**src/rtl/even_parity_serial_tx.sv**
```systemverilog
// even_parity_serial_tx: start/data(LSB first)/even-parity/stop serial framer; define PARITY_ERR_INJECT_EN to add err_inject for odd-parity frames
module even_parity_serial_tx #(
  parameter int DATA_W       = 3,
  parameter int CLKS_PER_BIT = 4
) (
  input  logic              clk,
  input  logic              rst,
  input  logic [DATA_W-1:0] in_data,
  input  logic              in_valid,
`ifdef PARITY_ERR_INJECT_EN
  input  logic              err_inject,
`endif
  output logic              in_ready,
  output logic              tx,
  output logic              p,
  output logic              busy,
  output logic              done
);
  localparam int CW = CLKS_PER_BIT > 1 ? $clog2(CLKS_PER_BIT) : 1;
  localparam int IW = DATA_W > 1 ? $clog2(DATA_W) : 1;
  typedef enum logic [2:0] {IDLE, START, DATA, PARITY, STOP} state_t;
  state_t            state_q, state_d;
  logic [CW-1:0]     cnt_q, cnt_d;
  logic [IW-1:0]     idx_q, idx_d;
  logic [DATA_W-1:0] sh_q, sh_d;
  logic              p_q, p_d, tx_q, tx_d;
  logic              inj, last;
`ifdef PARITY_ERR_INJECT_EN
  assign inj = err_inject;
`else
  assign inj = 1'b0;
`endif
  assign last     = cnt_q == CW'(CLKS_PER_BIT - 1);
  assign in_ready = state_q == IDLE;
  assign busy     = state_q != IDLE;
  assign done     = state_q == STOP && last;
  assign tx       = tx_q;
  assign p        = p_q;
  // next state: bit timing, data shifting, parity capture and the registered line level
  always_comb begin
    state_d = state_q;
    idx_d   = idx_q;
    sh_d    = sh_q;
    p_d     = p_q;
    cnt_d   = (state_q == IDLE || last) ? '0 : cnt_q + CW'(1);
    case (state_q)
      IDLE: if (in_valid) begin
        state_d = START;
        sh_d    = in_data;
        p_d     = ^in_data ^ inj;
      end
      START:  if (last) state_d = DATA;
      DATA: if (last) begin
        sh_d    = sh_q >> 1;
        idx_d   = idx_q == IW'(DATA_W - 1) ? '0 : idx_q + IW'(1);
        state_d = idx_q == IW'(DATA_W - 1) ? PARITY : DATA;
      end
      PARITY: if (last) state_d = STOP;
      STOP:   if (last) state_d = IDLE;
      default: state_d = IDLE;
    endcase
    tx_d = state_d == START ? 1'b0 : state_d == DATA ? sh_d[0] : state_d == PARITY ? p_d : 1'b1;
  end
  // state register; reset abandons any frame and returns the line to idle-high
  always_ff @(posedge clk) begin
    if (rst) begin
      state_q <= IDLE;
      cnt_q   <= '0;
      idx_q   <= '0;
      sh_q    <= '0;
      p_q     <= 1'b0;
      tx_q    <= 1'b1;
    end else begin
      state_q <= state_d;
      cnt_q   <= cnt_d;
      idx_q   <= idx_d;
      sh_q    <= sh_d;
      p_q     <= p_d;
      tx_q    <= tx_d;
    end
  end
endmodule

```
**config.mk**
```make
export PLATFORM = sky130hd
export DESIGN_NAME = even_parity_serial_tx
export DESIGN_NICKNAME = d
export VERILOG_FILES = /design/src/rtl/even_parity_serial_tx.sv
export SDC_FILE = /design/constraint.sdc
export NUM_CORES = 1
export LEC_CHECK = 0
export CAP_MARGIN = 20
export CORE_MARGIN = 4
export CORE_UTILIZATION = 35
export CTS_BUF_LIST = sky130_fd_sc_hd__clkbuf_8
export CTS_CLUSTER_DIAMETER = 30
export DETAILED_ROUTE_END_ITERATION = 12
export HOLD_SLACK_MARGIN = 0.03
export SYNTH_ARGS = -nofsm -noshare
export SYNTH_HDL_FRONTEND = slang
export SYNTH_SLANG_ARGS = --single-unit
```
**constraint.sdc**
```tcl
create_clock -name clk -period 1.6 [get_ports clk]
set_input_delay 0.16 -clock clk [delete_from_list [all_inputs] [get_ports clk]]
set_output_delay 0.16 -clock clk [all_outputs]
set_load 0.05 [all_outputs]
```
* Word level (Yosys, flattened, before mapping) *
Index checks and enable logic that the tools add are counted.

cells by class
  add/sub/neg operators = 2
  equal/unequal tests = 11
  reduce and logical (&&, ||, !) cells = 9
  multiplexer cells = 16

operators by type and width
  cell                                                                    count
  3-bit 2-to-1 mux                                                        7
  3-bit case mux with 5 select lines                                      1
  3-bit by 2-bit equality test with 1-bit output (second input constant)  4
  3-bit by 1-bit equality test with 1-bit output (second input constant)  2
  1-bit 2-to-1 mux                                                        6
  3-bit case mux with 2 select lines                                      1
  2-bit by 1-bit adder with 2-bit output (second input constant)          2
  2-bit equality test (second input constant)                             2
  2-bit != test (second input constant)                                   2
  3-bit equality test (second input constant)                             1
  3-bit zero test                                                         1
  3-bit AND reduction                                                     1
  3-bit nonzero test                                                      1
  3-bit XOR reduction                                                     1
  2-bit 2-to-1 mux                                                        1
  2-bit AND reduction                                                     1
  2-bit nonzero test                                                      1
  2-bit OR reduction                                                      1
  1-bit logical AND                                                       1
  1-bit logical OR                                                        1

storage, ports and cells
  output and inout bits = 5
  input bits = 6
  register bits after elaboration = 12
  logic and storage cells = 45

* Depth between registers and ports, before layout *
  word-level depth = 8
  depth in mapped cells = 5
  mapped depth without buffers = 5

* Worst setup path after synthesis *
Ideal clock, no wire load.

  path kind = reg2out
  start = register state_q[0]
  end = output port busy
  required time = 1440 ps
  cell stages (with the launch flop) = 4
  path buffers = 1
  arrival = 2330 ps
  setup slack = -890 ps
  path through = dfxtp_1 buf_2 nor3_1 inv_1

on the way
  word-level cells in the longest chain between the ends = 1

ends and longest elaborated chain
  element                 line  RTL
  from (decl)             22    state_t state_q, state_d;
  from (signal assigned)  74    state_q <= state_d;
  3-bit nonzero test      35    assign busy = state_q != IDLE;
  to (decl)               16    output logic busy,

Every way passes these cells.

* Final worst setup path *
  start = register cnt_q[0]
  end = register tx_q, in the netlist tx

on the way
  word-level cells in the longest chain between the ends = 7
  elaborated cells between the ends (all ways) = 14
  classes of those cells = 4 x eq/ne; 10 x mux

ends and longest elaborated chain
  element                                         line  RTL
  from (decl)                                     23    logic [CW-1:0] cnt_q, cnt_d;
  from (signal assigned)                          75    cnt_q <= cnt_d;
  2-bit equality test (*)                         33    assign last = cnt_q == CW'(CLKS_PER_BIT - 1);
  3-bit 2-to-1 mux, on equally long branches      -
  3-bit case mux with 5 select lines              46    case (state_q)
  3-bit by 2-bit equality test with 1-bit output  62    tx_d = state_d == START ? 1'b0 : state_d == DATA ? sh_d[0] : state_d == PARITY ? p_d : 1'b1;
  1-bit 2-to-1 mux (2 in series)                  62
  1-bit 2-to-1 mux (*)                            62
  to (signal assigned)                            79    tx_q <= tx_d;
  to (decl)                                       26    logic p_q, p_d, tx_q, tx_d;

Every way passes the cells marked *; elsewhere a longest branch is shown, timed or not. The select of a mux whose other input is x is not followed.
A chain may end at the register's enable or synchronous reset.

==> key figures <==
Power
  • Final Total Pwr: 721 uW
  • Power density cells: around 840 nW/um^2
  • Peak VDD IR: around 0.00056 V
  • Leak: approximately 0.00033 uW

Layout
  • Diode count: 0
  • Layout cells sized above 1: 30.8%
  • Nets: 88
  • Layout area overhead: 33.3%

Global route
  • Total grt overflow: 0
  • Global-route wire length before repair: around 2.1 mm
  • All-layer global routing usage: 11.2%
  • Grt met2 use: between 10% and 20%
  • Largest net degree at the start of global routing: 13
  • Vias in the first global route: 484
  • Met1 GRT Util: 11.8%
  • Initial antenna violation count: 0
  • Top Usage Layer GRT: met2
  • Met3 usage: ~5.2%

Floorplan
  • Row cnt: 15
  • Starting Density: 37.0%
  • Core box area: 1750 sq um
  • Die height: 51.0 microns
  • Die Area: 2600 sq um
  • Die X: 51.0 microns
  • IO Count: 11

Worst setup path
  • CP startpoint kind: register
  • Critical path cell sequence: ha_2 -> a21oi_1 -> o31ai_4 -> o21bai_1 -> a211o_1
  • Worst-path maximum fanout: 9
  • Slowest-stage cell, CP: dfxtp_1
  • Worst path arrival time: 1610 ps
  • Worst Setup Path Type: register to register
  • WP data required: ~1700 ps
  • Largest stage delay, worst path: 320 ps
  • Worst setup EP type: register

Clock network
  • # hold bufs at CTS: 0
  • CTS tree: yes
  • CTS Root Cell: clkbuf_8
  • Worst-path clk slew: 50 ps
  • Postcts setup bufs: 0
  • Worst-Skew Late Latency: approximately 240 ps
  • # clock sinks: 12
  • Num CTS Buffers: 3
  • CTS H-tree depth: 1
  • Clock Tree Buf Depth: 2

Synth
  • Most common cell in the synthesized netlist: dfxtp_1
  • Share of the synthesized area in the top cell type: 37.2%
  • Mapped Cells: 65
  • Seq/Total Area, Yosys: 37.2%
  • Largest area contributor in the netlist: dfxtp_1
  • Syn nets: 73
  • Asr flop ratio synth: 0%
  • Syn_area_per_cell: 9.93 sq um
  • Synth cell count leaders: 12 x dfxtp_1, 8 x nor2_1, 4 x a21oi_1, 4 x nand2_1
  • Netlist cell types: 33
  • Flops & latches, synth: 12
  • Main synth FF type: dfxtp_1
  • Warnings from Yosys: 0
  • Post-synth EDFFs: 0
  • Post-synthesis cell area: around 650 sq um
  • Top cells by area, synth: dfxtp_1 37%, nor2_1 4.7%, ha_1 3.9%

Routing
  • Vias: 504
  • Final WL: 1.27 mm
  • Vias per cell: about 4.9
  • Initial DRT Pass Iterations: 4
  • DRT antenna net count: 0
  • Residual DRC: 0
  • DR iter-0 viols: 17
  • WL per Instance: 12.3 microns

STA
  • Clock Skew: 2.59 ps
  • Worst rel slew slack: 69.5%
  • Setup-failing EPs final: 0
  • Final Hold Fails: 0
  • RSZ-0062 raised after global routing: false
  • Period minus WS final: 1480 ps
  • Fin. max-slew vios: 0
  • Post-route setup TNS: 0 ps
  • Least-Margin Pin Slew: around 460 ps
  • Max frequency: 673 MHz
  • Tcrit/Tclk final: between 90 and 100%

Min path
  • Hold/Removal Path Class: register to register

Job
  • MaxCap Viol Count: 0

Placement
  • Number of port buffers: 10
  • GP Congestion: 0.788
  • DP HPWL: 970 microns

Outcome
  • Status: finished clean
report_power, final:
part           leakage (uW)  internal (uW)  switching [uW]  total, uW
clock             0.0000216            166             108        274
combinational      0.000206           61.0            62.3        123
sequential        0.0000988            312            12.0        324
routing by layer:
layer	routed length [microns]	part of all wire [%]
met2	647	51
met5	0	0
met4	10	0.79
met3	66	5.2
met1	545	43
repair_timing:
item | 4_1_cts | 5_1_grt
gates resized for setup | 1 | 4
setup endpoints to repair | 1 | 1
pin swaps | 0 | 1
logic make-up after synthesis:
group	count (synthesis)	share of synthesized area [%]
adders and majority gates	2	3.88
buffers and inverters	5	6.78
and+or+nand+nor	27	27.7
AOI/OAI and AO/OA	14	16.9
DFF	12	37.2
muxes	3	4.84
xor gates and xnor gates	2	2.71
layout make-up:
| type | instances | area (sq um) |
|---|---|---|
| Multi-Input combinational cell | 48 | 387 |
| Sequential cell | 12 | 243 |
| Tap cell | 25 | 31.3 |
| Timing Repair Buffer | 14 | 155 |
| Fill cell | 164 | 885 |
| Clock buffer | 3 | 41.3 |
| Inverter | 1 | 3.75 |
sequential cells by signal (all words and copies together), names as in the netlist:
signal / count
sh_q: 3
state_q: 3
tx: 1
idx_q: 2
p: 1
cnt_q: 2
placed cells by master, fill, tap and decap left out, types with 3 or more instances in the layout:
cell | Yosys | final
clkdlybuf4s50_1 | 0 | 5
buf_4 | 0 | 6
a21oi_1 | 4 | 4
dfxtp_1 | 12 | 10
nand2_1 | 4 | 4
buf_12 | 0 | 3
clkbuf_8 | 0 | 3
nor2_1 | 8 | 8
path summary, 6_finish.rpt:
kind / startpoint / to / slack, ps / cells past startpoint
max: cnt_q[0]$_SDFF_PP0_ / tx$_SDFF_PP1_ / 120 / 5
max reg2reg: cnt_q[0]$_SDFF_PP0_ / tx$_SDFF_PP1_ / 120 / 5
min: sh_q[1]$_SDFFE_PP0P_ / sh_q[1]$_SDFFE_PP0P_ / 460 / 2
min reg2reg: sh_q[1]$_SDFFE_PP0P_ / sh_q[1]$_SDFFE_PP0P_ / 460 / 2
through the flow:
step | util, % | hold WS (ps) | instances | area (sq um) | worst slack (ps)
finish | 49.3 | 465 | 103 | 861 | 115
global route | 49.3 | 504 | 103 | 861 | 22.1
CTS | 48.5 | 466 | 103 | 846 | 40.2
detailed placement | 46.0 | 458 | 100 | 803 | -15.8
global placement | 46.0 | 448 | 100 | 803 | 49.3
floorplan | - | 232 | 65 | 657 | 45.4
worst max-delay path, delay by kind of cell, from the launching register on:
kind                     cells  cell delay [ps]
adder cells (fa/ha/maj)      1              240
flip-flops                   1              320
AO/OA/AOI/OAI                4              810
(Power assumes the default switching activity.)
